==> src/rtl/ila_capture_seq_if.sv <==
// Channel-side trigger/data inputs and the shared ILA probe bus driven by the capture sequencer.
interface ila_capture_seq_if #(
    parameter int NCH = 4,
    parameter int AW  = 16,
    parameter int DW  = 32
);
    localparam int LW = $clog2(NCH);

    logic [NCH-1:0]    trig_in;
    logic [NCH*AW-1:0] a_in;
    logic [NCH*DW-1:0] d_in;
    logic [AW-1:0]     ila_a;
    logic [DW-1:0]     ila_d;
    logic [LW-1:0]     ila_ch;
    logic              ila_valid;
    logic              ila_trig;

    modport master (
        input  trig_in, a_in, d_in,
        output ila_a, ila_d, ila_ch, ila_valid, ila_trig
    );

    modport slave (
        output trig_in, a_in, d_in,
        input  ila_a, ila_d, ila_ch, ila_valid, ila_trig
    );
endinterface

==> src/rtl/ila_capture_seq.sv <==
// Arms on command, waits for a masked channel trigger, then grants the ILA probe bus to one
// channel for a post-trigger window followed by a holdoff.
module ila_capture_seq #(
    parameter int NCH = 4,
    parameter int AW  = 16,
    parameter int DW  = 32,
    parameter int CW  = 12,
    localparam int LW = $clog2(NCH)
) (
    input  logic                clk,
    input  logic                rstn,
    input  logic                arm,
    input  logic                abort,
    input  logic                mode_rr,
    input  logic                cont,
    input  logic [LW-1:0]       chan_sel,
    input  logic [NCH-1:0]      trig_mask,
    input  logic [CW-1:0]       post_len,
    input  logic [CW-1:0]       holdoff,
    output logic [1:0]          state,
    output logic                done,
    output logic [15:0]         cap_cnt,
    ila_capture_seq_if.master   bus
);
    typedef enum logic [1:0] {IDLE = 2'd0, ARMED = 2'd1, CAPTURE = 2'd2, HOLDOFF = 2'd3} state_e;

    state_e         st;
    logic [LW-1:0]  grant, last, rr_pick, pick, idx, sel_ch;
    logic [CW-1:0]  rem, hcnt, hold_lat;
    logic           cont_lat, rr_hit, fire;
    logic [NCH-1:0] req;

    assign state = st;
    assign req   = bus.trig_in & trig_mask;

    // Round-robin scan starts just past the last granted channel; NCH is a power of 2 so
    // the index wraps by truncation.
    always_comb begin
        rr_pick = last;
        rr_hit  = 1'b0;
        idx     = '0;
        for (int i = 1; i <= NCH; i++) begin
            idx = last + LW'(i);
            if (!rr_hit && req[idx]) begin
                rr_pick = idx;
                rr_hit  = 1'b1;
            end
        end
    end

    assign fire   = mode_rr ? rr_hit : req[chan_sel];
    assign pick   = mode_rr ? rr_pick : chan_sel;
    assign sel_ch = (st == CAPTURE) ? grant : pick;

    always_ff @(posedge clk or negedge rstn) begin
        if (!rstn) begin
            st            <= IDLE;
            grant         <= '0;
            last          <= LW'(NCH - 1);
            rem           <= '0;
            hcnt          <= '0;
            hold_lat      <= '0;
            cont_lat      <= 1'b0;
            done          <= 1'b0;
            cap_cnt       <= '0;
            bus.ila_a     <= '0;
            bus.ila_d     <= '0;
            bus.ila_ch    <= '0;
            bus.ila_valid <= 1'b0;
            bus.ila_trig  <= 1'b0;
        end else begin
            done         <= 1'b0;
            bus.ila_trig <= 1'b0;
            if (abort) begin
                st            <= IDLE;
                bus.ila_valid <= 1'b0;
            end else begin
                case (st)
                    IDLE: if (arm) st <= ARMED;
                    ARMED: if (fire) begin
                        grant         <= pick;
                        if (mode_rr) last <= pick;
                        // rem counts samples still to take after the trigger-cycle sample
                        rem           <= (post_len == '0) ? '0 : post_len - CW'(1);
                        hold_lat      <= holdoff;
                        cont_lat      <= cont;
                        bus.ila_a     <= bus.a_in[sel_ch*AW +: AW];
                        bus.ila_d     <= bus.d_in[sel_ch*DW +: DW];
                        bus.ila_ch    <= pick;
                        bus.ila_valid <= 1'b1;
                        bus.ila_trig  <= 1'b1;
                        st            <= CAPTURE;
                    end
                    CAPTURE: begin
                        if (rem != '0) begin
                            rem       <= rem - CW'(1);
                            bus.ila_a <= bus.a_in[sel_ch*AW +: AW];
                            bus.ila_d <= bus.d_in[sel_ch*DW +: DW];
                        end else begin
                            bus.ila_valid <= 1'b0;
                            hcnt          <= hold_lat;
                            st            <= HOLDOFF;
                            if (hold_lat == '0) begin
                                done    <= 1'b1;
                                cap_cnt <= cap_cnt + 16'd1;
                            end
                        end
                    end
                    HOLDOFF: begin
                        // done is raised one cycle early so it is visible while hcnt==0
                        if (hcnt == '0) begin
                            st <= cont_lat ? ARMED : IDLE;
                        end else begin
                            hcnt <= hcnt - CW'(1);
                            if (hcnt == CW'(1)) begin
                                done    <= 1'b1;
                                cap_cnt <= cap_cnt + 16'd1;
                            end
                        end
                    end
                    default: st <= IDLE;
                endcase
            end
        end
    end
endmodule
==> src/flat_wrapper.sv <==
// flat-port wrapper written by rule: the top's interface ports become plain ports
module ila_capture_seq_flat 
#(
    parameter int NCH = 4,
    parameter int AW  = 16,
    parameter int DW  = 32,
    parameter int CW  = 12,
    localparam int LW = $clog2(NCH)
)
  (clk, rstn, arm, abort, mode_rr, cont, chan_sel, trig_mask, post_len, holdoff, state, done, cap_cnt, bus_trig_in, bus_a_in, bus_d_in, bus_ila_a, bus_ila_d, bus_ila_ch, bus_ila_valid, bus_ila_trig);
  ila_capture_seq_if #(.NCH(NCH), .AW(AW), .DW(DW)) bus_i ();
  input  logic clk;
  input  logic rstn;
  input  logic arm;
  input  logic abort;
  input  logic mode_rr;
  input  logic cont;
  input  logic [LW-1:0] chan_sel;
  input  logic [NCH-1:0] trig_mask;
  input  logic [CW-1:0] post_len;
  input  logic [CW-1:0] holdoff;
  output logic [1:0] state;
  output logic done;
  output logic [15:0] cap_cnt;
  input wire logic [$bits(bus_i.trig_in)-1:0] bus_trig_in;
  input wire logic [$bits(bus_i.a_in)-1:0] bus_a_in;
  input wire logic [$bits(bus_i.d_in)-1:0] bus_d_in;
  output wire logic [$bits(bus_i.ila_a)-1:0] bus_ila_a;
  output wire logic [$bits(bus_i.ila_d)-1:0] bus_ila_d;
  output wire logic [$bits(bus_i.ila_ch)-1:0] bus_ila_ch;
  output wire logic [$bits(bus_i.ila_valid)-1:0] bus_ila_valid;
  output wire logic [$bits(bus_i.ila_trig)-1:0] bus_ila_trig;
  assign bus_i.trig_in = bus_trig_in;
  assign bus_i.a_in = bus_a_in;
  assign bus_i.d_in = bus_d_in;
  assign bus_ila_a = bus_i.ila_a;
  assign bus_ila_d = bus_i.ila_d;
  assign bus_ila_ch = bus_i.ila_ch;
  assign bus_ila_valid = bus_i.ila_valid;
  assign bus_ila_trig = bus_i.ila_trig;
  ila_capture_seq #(.NCH(NCH), .AW(AW), .DW(DW), .CW(CW)) u_core (.clk(clk), .rstn(rstn), .arm(arm), .abort(abort), .mode_rr(mode_rr), .cont(cont), .chan_sel(chan_sel), .trig_mask(trig_mask), .post_len(post_len), .holdoff(holdoff), .state(state), .done(done), .cap_cnt(cap_cnt), .bus(bus_i));
endmodule
==> config.mk <==
export PLATFORM = sky130hd
export DESIGN_NAME = ila_capture_seq_flat
export DESIGN_NICKNAME = d
export VERILOG_FILES = /design/src/rtl/ila_capture_seq_if.sv /design/src/rtl/ila_capture_seq.sv /design/src/flat_wrapper.sv
export SDC_FILE = /design/constraint.sdc
export NUM_CORES = 1
export LEC_CHECK = 0
export CORE_MARGIN = 4
export CORE_UTILIZATION = 33
export CTS_BUF_LIST = sky130_fd_sc_hd__clkbuf_16
export DETAILED_ROUTE_END_ITERATION = 12
export GPL_TIMING_DRIVEN = 1
export PLACE_DENSITY = 0.7
export SLEW_MARGIN = 40
export SYNTH_ARGS = -nofsm -noshare
export SYNTH_HDL_FRONTEND = slang
export SYNTH_SLANG_ARGS = --single-unit
==> constraint.sdc <==
create_clock -name clk -period 3.1 [get_ports clk]
set_input_delay 0.31 -clock clk [delete_from_list [all_inputs] [get_ports clk]]
set_output_delay 0.31 -clock clk [all_outputs]
set_load 0.05 [all_outputs]
==> impl_metrics.py, run 1 <==
metrics = {
    "finish": {
        "fillers": 1844,
        "drive_gt1_frac": 0.123,
        "seq_area_um2": 2760,
        "num_antenna_cells": 0,
        "layout_commonest_cell": "clkdlybuf4s50_1",
        "final-instance-count-excl-fill": 1230,
        "mostFrequentLayoutCells": "301 x clkdlybuf4s50_1, 108 x dfrtp_1, 75 x nor2_1",
        "multi_input_area_um2": 3860,
        "area_growth_pct": 53.6,
        "final_net_count": 1199,
    },
    "logic_synthesis": {
        "synth_area_um2": 6850,
        "synth_nets": 912,
        "netlist_instances": 668,
        "synthTopCellsByArea": "dfrtp_1 39%, mux2_2 10%, a221o_1 8.2%",
        "ys_types": 74,
        "synth-seq-cells": 110,
        "dominantRegCellSynth": "dfrtp_1",
        "yosys.area.top_type_share": 0.395,
        "synth_top_cell_by_area": "dfrtp_1",
        "ys_seq_area_frac": 0.402,
        "synth_edf_count": 0,
        "ys_async_sr_fraction": 1.00,
        "ys_warn_count": 0,
        "avgSynthCellArea_um2": 10.3,
    },
    "placement": {
        "port-buffer-count": 302,
        "gp_congestion": 0.835,
        "placed_cells": 1213,
        "hpwl_um": 17500,
    },
    "clocking": {
        "numCtsBuffers": 9,
        "cts_root_buf": "clkbuf_16",
        "cts_setup_buffers": 0,
        "clk_latency_ps": 350,
        "cts_sinks": 110,
        "cts_buffer_depth": 2,
        "clkTransAtPathRegs_ps": 80,
        "htreeDepth": 3,
        "cts_tree": "done",
    },
    "sta": {
        "clock_skew_ps": 6.26,
        "hold_viol": 0,
        "timing.final.crit_period_ps": 2700,
        "report.final.setup_viol": 0,
        "fin_crit_sh": 0.872,
        "max_freq_mhz": 370,
        "tightestPinTransition_ps": 626,
        "slew_viol_final": 0,
        "slew_headroom": 0.579,
        "fin_tns_setup_ps": 0,
        "rsz0062_at_grt": "no",
    },
    "detailed_routing": {
        "wirelength_um": 23000,
        "via_per_inst": 5.22,
        "drtPass1Iterations": 5,
        "drtIter0Drc": 328,
        "ant_nets": 0,
        "route.detailed.drc": 0,
        "wl_per_cell_um": 18.7,
        "num_vias": 6419,
    },
    "power_and_ir_drop": {
        "ir_drop_v": 0.000417,
        "power_mw": 8.83,
        "powerDensity_nw_per_um2": 840,
        "leakage_nw": 4.32,
    },
    "die": {
        "fp.dieH_um": 152,
        "io_pins": 303,
        "rows": 52,
        "core-area_um2": 20300,
        "dieArea_um2": 23100,
        "start_util": 0.337,
        "die_w_um": 152,
    },
    "worst_hold_path": {
        "hp-start": "u_core.cap_cnt[15]",
        "hold_depth": 1,
        "hp-class": "register to register",
        "holdPathEnd": "u_core.cap_cnt[15]",
    },
    "global_route": {
        "track_usage": 0.190,
        "grt_max_degree": 78,
        "first_global_vias": 6458,
        "grt.overflow.total": 0,
        "grt_pass1_wl_um": 35600,
        "antenna_found_initial": 0,
    },
    "worst_setup_path": {
        "reg2reg_from": "u_core.state[0]",
        "start_kind": "register",
        "worst-r2r-setup-slack_ps": 400,
        "critical_path_arrival_ps": 2940,
        "critical_path_required_ps": 3340,
        "critPathCaptureType": "register",
        "crit_fanout": 59,
        "critPathKind": "register to register",
        "reg2reg_to": "u_core.bus.ila_a[9]",
        "r2r_cells": 8,
    },
    "run": {
        "drv_cap": 0,
    },
    "run_status": {
        "status": "completed",
    },
}
[repair_timing]
action	in CTS	in global routing
hold buffers	0	1
resized for setup	0	0
endpoints found under the hold margin	0	55
endpoints found under the setup margin	0	0
[flip-flops by register name (all words and copies together) (netlist names), 2 cells and up]
register / count
u_core.bus.ila_a: 16
u_core.bus.ila_d: 32
u_core.cap_cnt: 16
u_core.grant: 2
u_core.hcnt: 12
u_core.hold_lat: 12
u_core.last: 2
u_core.rem: 12
u_core.state: 2
[metrics by stage]
stage	area, um2	hold WS (ps)	setup WS, ps	utilization
global placement	10200	432	297	0.503
CTS	10500	44.4	395	0.517
global route	10500	504	241	0.518
floorplan	6850	14.4	224	-
finish	10500	471	397	0.518
detailed placement	10200	438	270	0.503
[synth_stat cells (all sizes together) (12+ instances only)]
cell type / count
dfrtp: 108
nor2: 75
mux2: 67
a221o: 57
mux2i: 52
nand2: 33
buf: 23
o21ai: 23
nor3: 22
a21oi: 20
clkbuf: 18
inv: 16
nand3: 15
nor4: 14
xor2: 13
ha: 12
xnor2: 12
[how the worst max path moves through the flow]
stage / start / endpoint / slack (ps) / cells after the start
6_report: u_core.state[0] / u_core.bus.ila_a[9] / 400 / 8
5_1_grt: u_core.state[0] / u_core.bus.ila_d[16] / 240 / 8
4_1_cts: u_core.state[0] / u_core.bus.ila_a[3] / 400 / 8
3_5_place_dp: bus_trig_in[3] / u_core.bus.ila_a[1] / 270 / 7
3_3_place_gp: mode_rr / u_core.bus.ila_a[8] / 300 / 7
2_1_floorplan: u_core.state[0] / u_core.bus.ila_d[10] / 220 / 9
[routing by layer]
layer	up-vias	track usage	share of wire
met5	-	0	0
met4	0	0.0565	0.023
met3	29	0.0503	0.064
met2	242	0.327	0.49
met1	3054	0.234	0.42
li1	3094	-	-
[cell type report]
type / count / area share
clock buffers: 9 / 0.0214
clock inverters: 7 / 0.00547
inverters: 17 / 0.00607
repair buffers: 317 / 0.306
multi-input cells: 500 / 0.367
flip-flops and latches: 110 / 0.262
well taps: 270 / 0.0321
[power breakdown]
part,switching [mW],internal (mW)
combinational,2.85,2.27
clock,0.587,0.560
sequential,0.534,2.03
[cell families (layout without fill, tap and decap cells)]
kind of cell / Yosys count / after routing / synth area share
simple gates: 204 / 204 / 0.157
compound gates: 140 / 140 / 0.162
mux: 119 / 119 / 0.186
flops: 110 / 110 / 0.402
buf+inv: 58 / 350 / 0.0384
xor+xnor: 25 / 25 / 0.0320
fa+ha+maj: 12 / 12 / 0.0219
[worst max-delay path, stage by stage (launching register included)]
cell and delay [ps]:
dfrtp_1 430, inv_1 120, ha_1 340, or3_1 160
o21ai_0 130, a41oi_4 280, buf_12 350, mux2_2 380
a221o_1 320
Power figures use the tool's default switching activity.
==> inputs of run 2 (changes only) <==
Settings changed: PLACE_DENSITY 0.7 to 0.66.
==> impl_metrics.py, run 2 (synthesis gave the netlist of run 1 again) <==
metrics = {
    "run_status": {
        "status": "completed",
    },
    "worst_setup_path": {
        "critPathCaptureType": "register",
        "critical_path_arrival_ps": 3090,
        "critical_path_required_ps": 3330,
        "slowest_delay_ps": 430,
        "r2r_cells": 8,
        "critPathKind": "register to register",
        "cp-endpoint": "u_core.bus.ila_d[22]",
        "reg2reg_to": "u_core.bus.ila_d[22]",
        "path_cells": "inv_1, ha_1, clkinv_1, o21ai_0, a41oi_4, buf_12, mux2_2, a221o_1",
        "startpoint": "u_core.state[0]",
        "cp_slowest_cell": "dfrtp_1",
        "start_kind": "register",
        "worst-r2r-setup-slack_ps": 250,
        "reg2reg_from": "u_core.state[0]",
        "crit_fanout": 51,
    },
    "clocking": {
        "cts_root_buf": "clkbuf_16",
        "clkTransAtPathRegs_ps": 80,
        "cts_sinks": 110,
        "cts_buffer_depth": 2,
        "htreeDepth": 3,
        "cts_setup_buffers": 0,
        "clk_latency_ps": 350,
        "post_cts_resized": 0,
        "numCtsBuffers": 9,
        "cts_hold_buf": 0,
        "cts_tree": "done",
    },
    "finish": {
        "mostFrequentLayoutCells": "301 x clkdlybuf4s50_1, 108 x dfrtp_1, 75 x nor2_1",
        "largest_register_ff_count": 32,
        "regMostFlops": "u_core.bus.ila_d",
        "reg.largest.list": "u_core.bus.ila_d (32), u_core.bus.ila_a (16), u_core.cap_cnt (16)",
        "final-instance-count-excl-fill": 1232,
        "final_net_count": 1201,
        "layout_commonest_cell": "clkdlybuf4s50_1",
        "num_antenna_cells": 0,
        "area_growth_pct": 53.7,
        "drive_gt1_frac": 0.125,
    },
    "global_route": {
        "antenna_found_initial": 1,
        "grt_pass1_wl_um": 36300,
        "grt_max_degree": 58,
        "first_global_vias": 6436,
        "grt.overflow.total": 0,
        "track_usage": 0.194,
    },
    "sta": {
        "rsz0062_at_grt": "no",
        "fin_crit_sh": 0.921,
        "timing.final.crit_period_ps": 2850,
        "tightestPinTransition_ps": 606,
        "max_freq_mhz": 350,
        "slew_headroom": 0.595,
        "slew_viol_final": 0,
        "clock_skew_ps": 9.01,
        "fin_tns_setup_ps": 0,
        "hold_viol": 0,
        "report.final.setup_viol": 0,
    },
    "die": {
        "io_pins": 303,
        "core-area_um2": 20300,
        "die_w_um": 152,
        "rows": 52,
        "start_util": 0.337,
        "fp.dieH_um": 152,
        "dieArea_um2": 23100,
    },
    "placement": {
        "placed_cells": 1215,
        "port-buffer-count": 302,
        "hpwl_um": 18200,
        "gp_congestion": 0.837,
    },
    "detailed_routing": {
        "drtIter0Drc": 378,
        "num_vias": 6386,
        "route.detailed.drc": 0,
        "via_per_inst": 5.18,
        "wl_per_cell_um": 19.0,
        "wirelength_um": 23400,
        "drtPass1Iterations": 4,
        "ant_nets": 0,
    },
    "worst_hold_path": {
        "hp-class": "register to register",
    },
    "power_and_ir_drop": {
        "leakage_nw": 4.32,
        "powerDensity_nw_per_um2": 838,
        "ir_drop_v": 0.000337,
    },
    "run": {
        "drv_cap": 0,
    },
}
## run 2: report_power, final
part / internal (mW) / total, mW / switching [mW]
registers: 2.03 / 2.57 / 0.535
logic: 2.27 / 5.12 / 2.86
clock network: 0.550 / 1.13 / 0.576
total: 4.85 / 8.82 / 3.97
## run 2: final cells by class
cell class              count  area [um2]
clock inverters             7        50.0
multi-input cells         500        3860
well taps                 270         338
clock buffers               9         225
inverters                  17        63.8
fillers                  1874        9780
repair buffers            319        3230
flip-flops and latches    110        2760
## run 2: per-stage QoR
step                instance area (um2)  utilization  setup WS (ps)  hold WS (ps)  power [mW]
floorplan                          6850            -            224          14.4        5.96
global placement                  10200        0.504            218           433        7.69
detailed placement                10200        0.504            200           431        7.75
CTS                               10500        0.518            223          47.3        8.90
global route                      10500        0.518            106           479        9.34
finish                            10500        0.518            246           471        8.82
## run 2: worst min path at each step
stage          depth (start not counted)               start  slack (ps)                  end
5_1_grt                                1  u_core.cap_cnt[15]         480   u_core.cap_cnt[15]
3_5_place_dp                           1                rstn         430   u_core.hold_lat[7]
3_3_place_gp                           1                rstn         430   u_core.hold_lat[7]
4_1_cts                                1                rstn          50   u_core.hold_lat[7]
6_report                               1  u_core.cap_cnt[15]         470   u_core.cap_cnt[15]
2_1_floorplan                          0                rstn          10  u_core.bus.ila_a[0]
## run 2: per-layer routing
metal  vias up  wire (um)  track usage
li1       3099          -            -
met1      3048       9880        0.244
met2       207      11700        0.335
met3        30       1260       0.0461
met4         2        492       0.0535
met5         -         13            0
## run 2: worst max-delay path: cells and delay by family (launching register included)
kind                     cells  cell delay (ps)
multiplexers                 1              380
adder cells (fa/ha/maj)      1              260
flip-flops                   1              430
AO/OA/AOI/OAI                3              940
buffers and inverters        3              680
